File: src/rtl/quad_pkg.sv
// Shared types and helpers for the quadrature step decoder: resolution codes,
// the {A,B} state type and the transition classifier.
package quad_pkg;

  localparam logic [1:0] RES_X1      = 2'd0;
  localparam logic [1:0] RES_X2      = 2'd1;
  localparam logic [1:0] RES_X4      = 2'd2;
  localparam logic [1:0] RES_ILLEGAL = 2'd3;

  // Filter counter width, enough for FILTER_CYCLES up to 15.
  localparam int CNT_W = 4;

  typedef logic [1:0] quad_state_t;  // {A, B}

  typedef enum logic [1:0] {
    TR_NONE,
    TR_UP,
    TR_DOWN,
    TR_ILLEGAL
  } quad_trans_t;

  // Forward (A leads B) successor: 00 -> 10 -> 11 -> 01 -> 00.
  function automatic quad_state_t next_up(quad_state_t s);
    quad_state_t n;
    case (s)
      2'b00:   n = 2'b10;
      2'b10:   n = 2'b11;
      2'b11:   n = 2'b01;
      default: n = 2'b00;
    endcase
    return n;
  endfunction

  function automatic quad_trans_t classify(quad_state_t prev, quad_state_t cur);
    quad_trans_t t;
    if (prev == cur)                t = TR_NONE;
    else if ((prev ^ cur) == 2'b11) t = TR_ILLEGAL;
    else if (next_up(prev) == cur)  t = TR_UP;
    else                            t = TR_DOWN;
    return t;
  endfunction

  // Whether a legal single-bit transition is counted at the given resolution.
  function automatic logic counted(logic [1:0] res, quad_state_t prev, quad_state_t cur);
    logic c;
    case (res)
      RES_X4:  c = 1'b1;
      RES_X2:  c = (prev[1] != cur[1]);
      RES_X1:  c = ((prev == 2'b00) && (cur == 2'b10)) || ((prev == 2'b10) && (cur == 2'b00));
      default: c = 1'b0;
    endcase
    return c;
  endfunction

endpackage

File: src/rtl/quad_input_filter.sv
// One encoder channel: 2-flop synchronizer followed by a persistence filter.
// A change is accepted only after FILTER_CYCLES consecutive differing samples.
module quad_input_filter
  import quad_pkg::*;
#(
  parameter int FILTER_CYCLES = 4
) (
  input  logic clk,
  input  logic rst_n,
  input  logic raw,
  input  logic load,
  output logic sync2,
  output logic filt
);

  localparam logic [CNT_W-1:0] CNT_LAST = CNT_W'(FILTER_CYCLES - 1);

  logic             sync1;
  logic [CNT_W-1:0] cnt;

  always_ff @(posedge clk or negedge rst_n) begin
    if (!rst_n) begin
      sync1 <= 1'b0;
      sync2 <= 1'b0;
      cnt   <= '0;
      filt  <= 1'b0;
    end else begin
      sync1 <= raw;
      sync2 <= sync1;
      // load primes the filter straight from the synchronizer after reset
      if (load) begin
        filt <= sync2;
        cnt  <= '0;
      end else if (sync2 == filt) begin
        cnt  <= '0;
      end else if (cnt == CNT_LAST) begin
        filt <= sync2;
        cnt  <= '0;
      end else begin
        cnt  <= cnt + 1'b1;
      end
    end
  end

endmodule

File: src/rtl/quad_step_decoder.sv
// Quadrature A/B decoder: filtered channels feed a transition classifier that
// emits one-cycle step pulses with direction and a sticky illegal-move flag.
module quad_step_decoder
  import quad_pkg::*;
#(
  parameter int         FILTER_CYCLES = 4,
  parameter logic [1:0] RES           = RES_X4
) (
  input  logic clk,
  input  logic rst_n,
  input  logic quad_a,
  input  logic quad_b,
  input  logic enable,
  input  logic clear_err,
  output logic step,
  output logic dir,
  output logic error
);

  if (RES == RES_ILLEGAL) begin : g_bad_res
    $error("quad_step_decoder: RES=3 is not a valid resolution");
  end
  if (FILTER_CYCLES < 1 || FILTER_CYCLES > 15) begin : g_bad_filter
    $error("quad_step_decoder: FILTER_CYCLES must be 1..15");
  end

  logic [1:0]  raw;
  quad_state_t sync2;
  quad_state_t filt;
  quad_state_t s_prev;
  logic [1:0]  prime_cnt;
  logic        primed;
  logic        prime_load;
  quad_trans_t tr;
  logic        hit;

  assign raw = {quad_a, quad_b};

  for (genvar i = 0; i < 2; i++) begin : g_ch
    quad_input_filter #(.FILTER_CYCLES(FILTER_CYCLES)) u_filt (
      .clk   (clk),
      .rst_n (rst_n),
      .raw   (raw[i]),
      .load  (prime_load),
      .sync2 (sync2[i]),
      .filt  (filt[i])
    );
  end

  // Third edge after release: sync2 now carries the real input level.
  assign prime_load = !primed && (prime_cnt == 2'd2);

  assign tr  = classify(s_prev, filt);
  assign hit = ((tr == TR_UP) || (tr == TR_DOWN)) && counted(RES, s_prev, filt);

  always_ff @(posedge clk or negedge rst_n) begin
    if (!rst_n) begin
      prime_cnt <= 2'd0;
      primed    <= 1'b0;
      s_prev    <= 2'b00;
      step      <= 1'b0;
      dir       <= 1'b0;
      error     <= 1'b0;
    end else begin
      if (!primed) prime_cnt <= prime_cnt + 2'd1;
      if (prime_load) primed <= 1'b1;
      // s_prev follows the primed value so the priming load never looks like a move
      s_prev <= prime_load ? sync2 : filt;
      step   <= primed && enable && hit;
      if (primed && enable && hit) dir <= (tr == TR_UP);
      error  <= (primed && (tr == TR_ILLEGAL)) || (error && !clear_err);
    end
  end

endmodule

File: config.mk
export PLATFORM = sky130hd
export DESIGN_NAME = quad_step_decoder
export DESIGN_NICKNAME = d
export VERILOG_FILES = /design/src/rtl/quad_pkg.sv /design/src/rtl/quad_input_filter.sv /design/src/rtl/quad_step_decoder.sv
export SDC_FILE = /design/constraint.sdc
export NUM_CORES = 1
export LEC_CHECK = 0
export ABC_AREA = 1
export CAP_MARGIN = 20
export CORE_ASPECT_RATIO = 1.75
export CORE_MARGIN = 3
export CORE_UTILIZATION = 33
export DETAILED_ROUTE_END_ITERATION = 10
export HOLD_SLACK_MARGIN = 0.06
export PLACE_DENSITY = 0.53
export SYNTH_ARGS = -nofsm -noshare
export SYNTH_HDL_FRONTEND = slang
export SYNTH_SLANG_ARGS = --single-unit
File: constraint.sdc
create_clock -name clk -period 3.4 [get_ports clk]
set_clock_uncertainty 0.2 [all_clocks]
set_input_delay 0.34 -clock clk [delete_from_list [all_inputs] [get_ports clk]]
set_output_delay 0.34 -clock clk [all_outputs]
set_load 0.01 [all_outputs]
======== Word level (Yosys, flattened, before mapping) ========
Index checks and enable logic that the tools add are counted.
cells by class
  $add $sub $neg .......................... 3
  $mul .................................... 0
  divide/modulo/power cells ............... 0
  $lt $le $gt $ge ......................... 0
  eq/ne operators ......................... 15
  shifts and indexed selects .............. 0
  mux-type cells .......................... 19
  bitwise operators ....................... 1
  reduce and logical (&&, ||, !) cells .... 14
operators with widths
  cell                                                              count
  4-bit two-way mux                                                 6
  2-bit == test (second input constant)                             6
  2-bit two-way mux                                                 6
  4-bit by 1-bit adder with 4-bit output (second input constant)    2
  4-bit by 2-bit == test with 1-bit output (second input constant)  2
  1-bit two-way mux                                                 6
  2-bit one-hot mux with 3 select lines                             1
  1-bit logical AND                                                 5
  2-bit == test                                                     2
  2-bit inequality test (second input constant)                     2
  2-bit AND reduction                                               2
  2-bit nonzero test                                                2
  2-bit by 1-bit adder with 2-bit output (second input constant)    1
  1-bit == test                                                     2
  2-bit by 1-bit == test with 1-bit output (second input constant)  1
  1-bit logical NOT                                                 2
  2-bit logical NOT                                                 1
  1-bit logical OR                                                  2
  2-bit XOR                                                         1
storage, ports and cells
  register bits ........................... 22
  latch bits .............................. 0
  memory bits (writable) .................. 0
  bits in read-only memories .............. 0
  bits of input ports ..................... 6
  output and inout port bits .............. 3
  logic and storage cells ................. 66
  memories kept ........................... 0

======== Longest topological paths before layout ========
  word-level depth ........................ 11
  depth in mapped cells ................... 9
  gate-level depth less buffers ........... 8

======== By module ========
Synthesis repeated with hierarchy kept, for this count alone.
second synthesis, totals
  cells, all modules ...................... 112
  area total of the unflattened synthesis .. 1009.7 um^2
by module, submodules not included
  module             instances  cells an instance  area an instance (um^2)
  quad_input_filter  2          32                 296.5
  quad_step_decoder  1          48                 416.6

======== Worst setup path before layout ========
OpenSTA, ideal clock, no wires.
  path kind ............................... register -> register
  start point ............................. register g_ch[1].u_filt.filt
  end point ............................... register dir
  arrival time ............................ 1.285 ns
  data required time ...................... 3.135 ns
  setup slack ............................. 1.850 ns
  cell stages (with the launch flop) ...... 9
  cell sequence ........................... dfrtp_1 > buf_2 > xnor2_1 > inv_1 > ha_1 > nand3_2 > nor2_1 > nand2_1 > nand2_1
on the way
  longest elaborated chain between the ends .. 7
ends and longest elaborated chain
  element                                                                    line                                              text
  start: declaration                                                         quad_input_filter.sv:13                           output logic filt
  start signal: assignment                                                   quad_input_filter.sv:32                           filt <= sync2;
  start signal: assignment                                                   quad_input_filter.sv:37                           filt <= sync2;
  2-bit == test or 2-bit XOR (tied branches)                                 quad_pkg.sv:38, quad_pkg.sv:37
  2-bit two-way mux or 2-bit == test (tied branches)                         quad_pkg.sv:38, quad_pkg.sv:37
  2-bit two-way mux                                                          quad_pkg.sv:37                                    else if ((prev ^ cur) == 2'b11) t = TR_ILLEGAL;
  2-bit two-way mux *                                                        quad_pkg.sv:36                                    if (prev == cur) t = TR_NONE;
  2-bit by 1-bit == test with 1-bit output or 2-bit == test (tied branches)  quad_step_decoder.sv:54, quad_step_decoder.sv:70
  1-bit logical OR                                                           quad_step_decoder.sv:54                           assign hit = ((tr == TR_UP) || (tr == TR_DOWN)) && counted(RES, s_prev, filt);
  1-bit logical AND                                                          quad_step_decoder.sv:70                           if (primed && enable && hit) dir <= (tr == TR_UP);
  end signal: assignment                                                     quad_step_decoder.sv:70
  end: declaration                                                           quad_step_decoder.sv:16                           output logic dir,
Mark *: on every way between the ends. The rest lies on a longest branch, timed or not.
A chain may end at the register's enable or synchronous reset.

======== Worst setup path in the final report ========
  start point ............................. register error
  end point ............................... output port error
RTL lines
  element                   line                     text
  start: declaration        quad_step_decoder.sv:17  output logic error
  start signal: assignment  quad_step_decoder.sv:71  error <= (primed && (tr == TR_ILLEGAL)) || (error && !clear_err);
No word-level cell between the ends.

==> results.md <==
- RSZ-0062 raised after global routing: false
- Yosys reg bits: 22
- Worst slew pin tran: 0.378 ns
- Kind of critical path: reg2out
- Clk root buf: clkbuf_8
- Crit path cell chain: clkdlybuf4s50_1
- Via count: 697
- Post-synth cell types: 18
- Simple-gate share of the synthesized area: 28.6%
- Port Buffer Count: 8
- Initial Util: 35.1%
- Fin. max-slew vios: 0
- Yosys warning count: 0
- Number of global-route vias before repair: 743
- Row count: 26
- Buffers & Inverters on Critical Path: 1
- # fillers: 319
- Post-Synth Adder-Cell Area: 7.14%
- Worst-path maximum fanout: 2
- CP max stage delay: 0.54 ns
- Ant. Diodes: 0
- Num CTS Buffers: 3
- Post-route setup TNS: 0 ns
- Share of cells above drive strength 1: 16.5%
- Die width: 48.7 µm
- Average size of a mapped cell: 9.64 µm²
- Global route total overflow: 0
- CTS tree: built
- Setup crit end kind: output pin
- Hold Fails Final Rpt: 0
- Final ANT Viol Nets: 0
- Core Region: 2990 µm²
- Die area: 3920 µm²
- Worst-path clk slew: 0.08 ns
- Worst EP required: 2.86 ns
- Final setup viols: 0
- Hold Slack: 0.152 ns
- Final worst-path cycle share: 50.1%
- Post-synthesis cell count: 109
- Placed Area: 1180 µm²
- Largest family of logic cells by synthesized area: simple AND/OR/NAND/NOR gates
- Compound-gate portion of the synthesized area: 1.43%
- H-tree depth: 1
- LEAKAGE: 0.000612 µW
- Slew margin rel.: 74.7%
- Status: finished clean
- # IOs: 9
- Routability congestion estimate: 0.700
- Overall Power: 1020 µW
- Initial antenna violation count: 0
- Worst VDD drop: 0.000423 V
- Post-Synthesis Cell Area: 1050 µm²
- Register area share after synthesis: 52.4%
- Critical-path top delay cell: clkdlybuf4s50_1
- Minimum clock period: 1.70 ns
- WP data arrival: 1.16 ns
- CP top delay family: buffers and inverters
- Power Density: 805 nW/µm²
- Mux cell area share after synthesis: 0%
- Final Util: 42.3%
- Clock buffer depth: 2
- Total track usage: 9.85%
- Drt wl/cell: 9.61 µm
- Drt initial violations: 1
- Area Growth Syn to Fin: 20.4%
- Die Span Y: 80.7 µm
- First-pass GRT wire length: 2.98 mm
- Post-CTS Setup Bufs: 0
- Worst Hold Class: reg2reg
- Fmax: 0.587 GHz
- Final nets: 134
- Final wirelength: 1.57 mm
- Startpoint types: register
- Largest net degree at the start of global routing: 23
- Via-per-instance ratio: 4.28
- # resized after CTS: 0
- TritonRoute pass-1 iters: 2
- Clk_lat worst skew: 0.26 ns
- Post-DP HPWL: 1.23 mm
- Drc violations: 0
- Hold_buf cts: 0
- Syn_nets: 121
- Post-synthesis xor/xnor area fraction: 4.17%
- # Max-Cap Violations: 0
- Final Cell Area: 1260 µm²
- Clk sinks: 22
==> logic make-up after synthesis <==
logic type      after synthesis
compound gates                3
simple gates                 57
buf+inv                      16
xor+xnor                      5
fa+ha+maj                     6
flops                        22
==> synthesized netlist by cell type, drive strengths merged <==
library cell,n,area share [%]
or2,1,0.60
xnor2,5,4.2
nand4,2,1.2
ha,6,7.1
clkinv,1,0.36
inv,14,5.5
nand2,28,10
nor2,17,9.2
nand3,9,7.6
buf,1,0.48
o21ai,3,1.4
dfrtp,22,52
==> state kept, by name, summed over array words and instances (netlist names) <==
register and flops:
g_ch.u_filt.sync2 2, error 1, g_ch.u_filt.sync1 2, primed 1
step 1, g_ch.u_filt.cnt 8, s_prev 2, dir 1
g_ch.u_filt.filt 2, prime_cnt 2
==> power breakdown <==
| group | leakage [µW] | switching (µW) | internal, µW |
|---|---|---|---|
| Sequential | 0.000266 | 74.5 | 335 |
| Combinational | 0.000310 | 195 | 171 |
| Clock | 0.0000357 | 85.6 | 157 |
| Total | 0.000612 | 355 | 663 |
==> cell type report <==
cell class	count	area, µm²	share of cell area [%]
Sequential cell	22	551	43.5
Multi-Input combinational cell	71	434	34.3
Timing Repair Buffer	9	95.1	7.52
Inverter	15	61.3	4.85
Tap cell	42	52.6	4.15
Clock buffer	3	41.3	3.26
Clock inverter	1	30.0	2.37
==> worst paths after layout <==
check | cells past startpoint | slack, ns | to | startpoint
setup / recovery | 1 | 1.70 | error | error
hold / removal | 0 | 0.15 | g_ch[0].u_filt.sync2 | g_ch[0].u_filt.sync1
setup reg to reg | 7 | 1.74 | dir | g_ch[1].u_filt.filt
hold reg to reg | 0 | 0.15 | g_ch[0].u_filt.sync2 | g_ch[0].u_filt.sync1
max in group asynchronous | 2 | 2.42 | g_ch[0].u_filt.cnt[1] | rst_n
min in group asynchronous | 1 | 0.16 | g_ch[0].u_filt.cnt[2] | rst_n
==> cell usage in the layout, fill, tap and decap left out <==
master           synthesis  final
nand3_1                  5      5
buf_8                    0      1
clkbuf_8                 0      3
xnor2_1                  5      5
nor2_1                   8      8
nand2_1                 28     28
o21ai_1                  1      1
bufinv_16                0      1
o21ai_0                  2      2
nand3_2                  2      2
clkinv_1                 1      1
dfrtp_1                 22     22
nand4_1                  2      2
inv_1                   13     13
nor2_2                   7      7
inv_6                    1      1
ha_1                     6      6
or2_2                    1      1
nand3_4                  2      2
nor2_4                   2      2
clkdlybuf4s50_1          0      8
==> through the flow <==
stage / setup slack, ns / std cells
3_3_place_gp: 1.64 / 158
6_report: 1.70 / 163
5_1_grt: 1.58 / 163
3_5_place_dp: 1.61 / 158
2_1_floorplan: 1.85 / 109
4_1_cts: 1.68 / 162
==> metal layers <==
layer	share of wire (%)	global-route usage [%]
met2	52	18.4
met3	2.5	2.23
met1	42	9.68
met5	0	0
met4	2.7	5.98
Power figures use the tool's default switching activity.
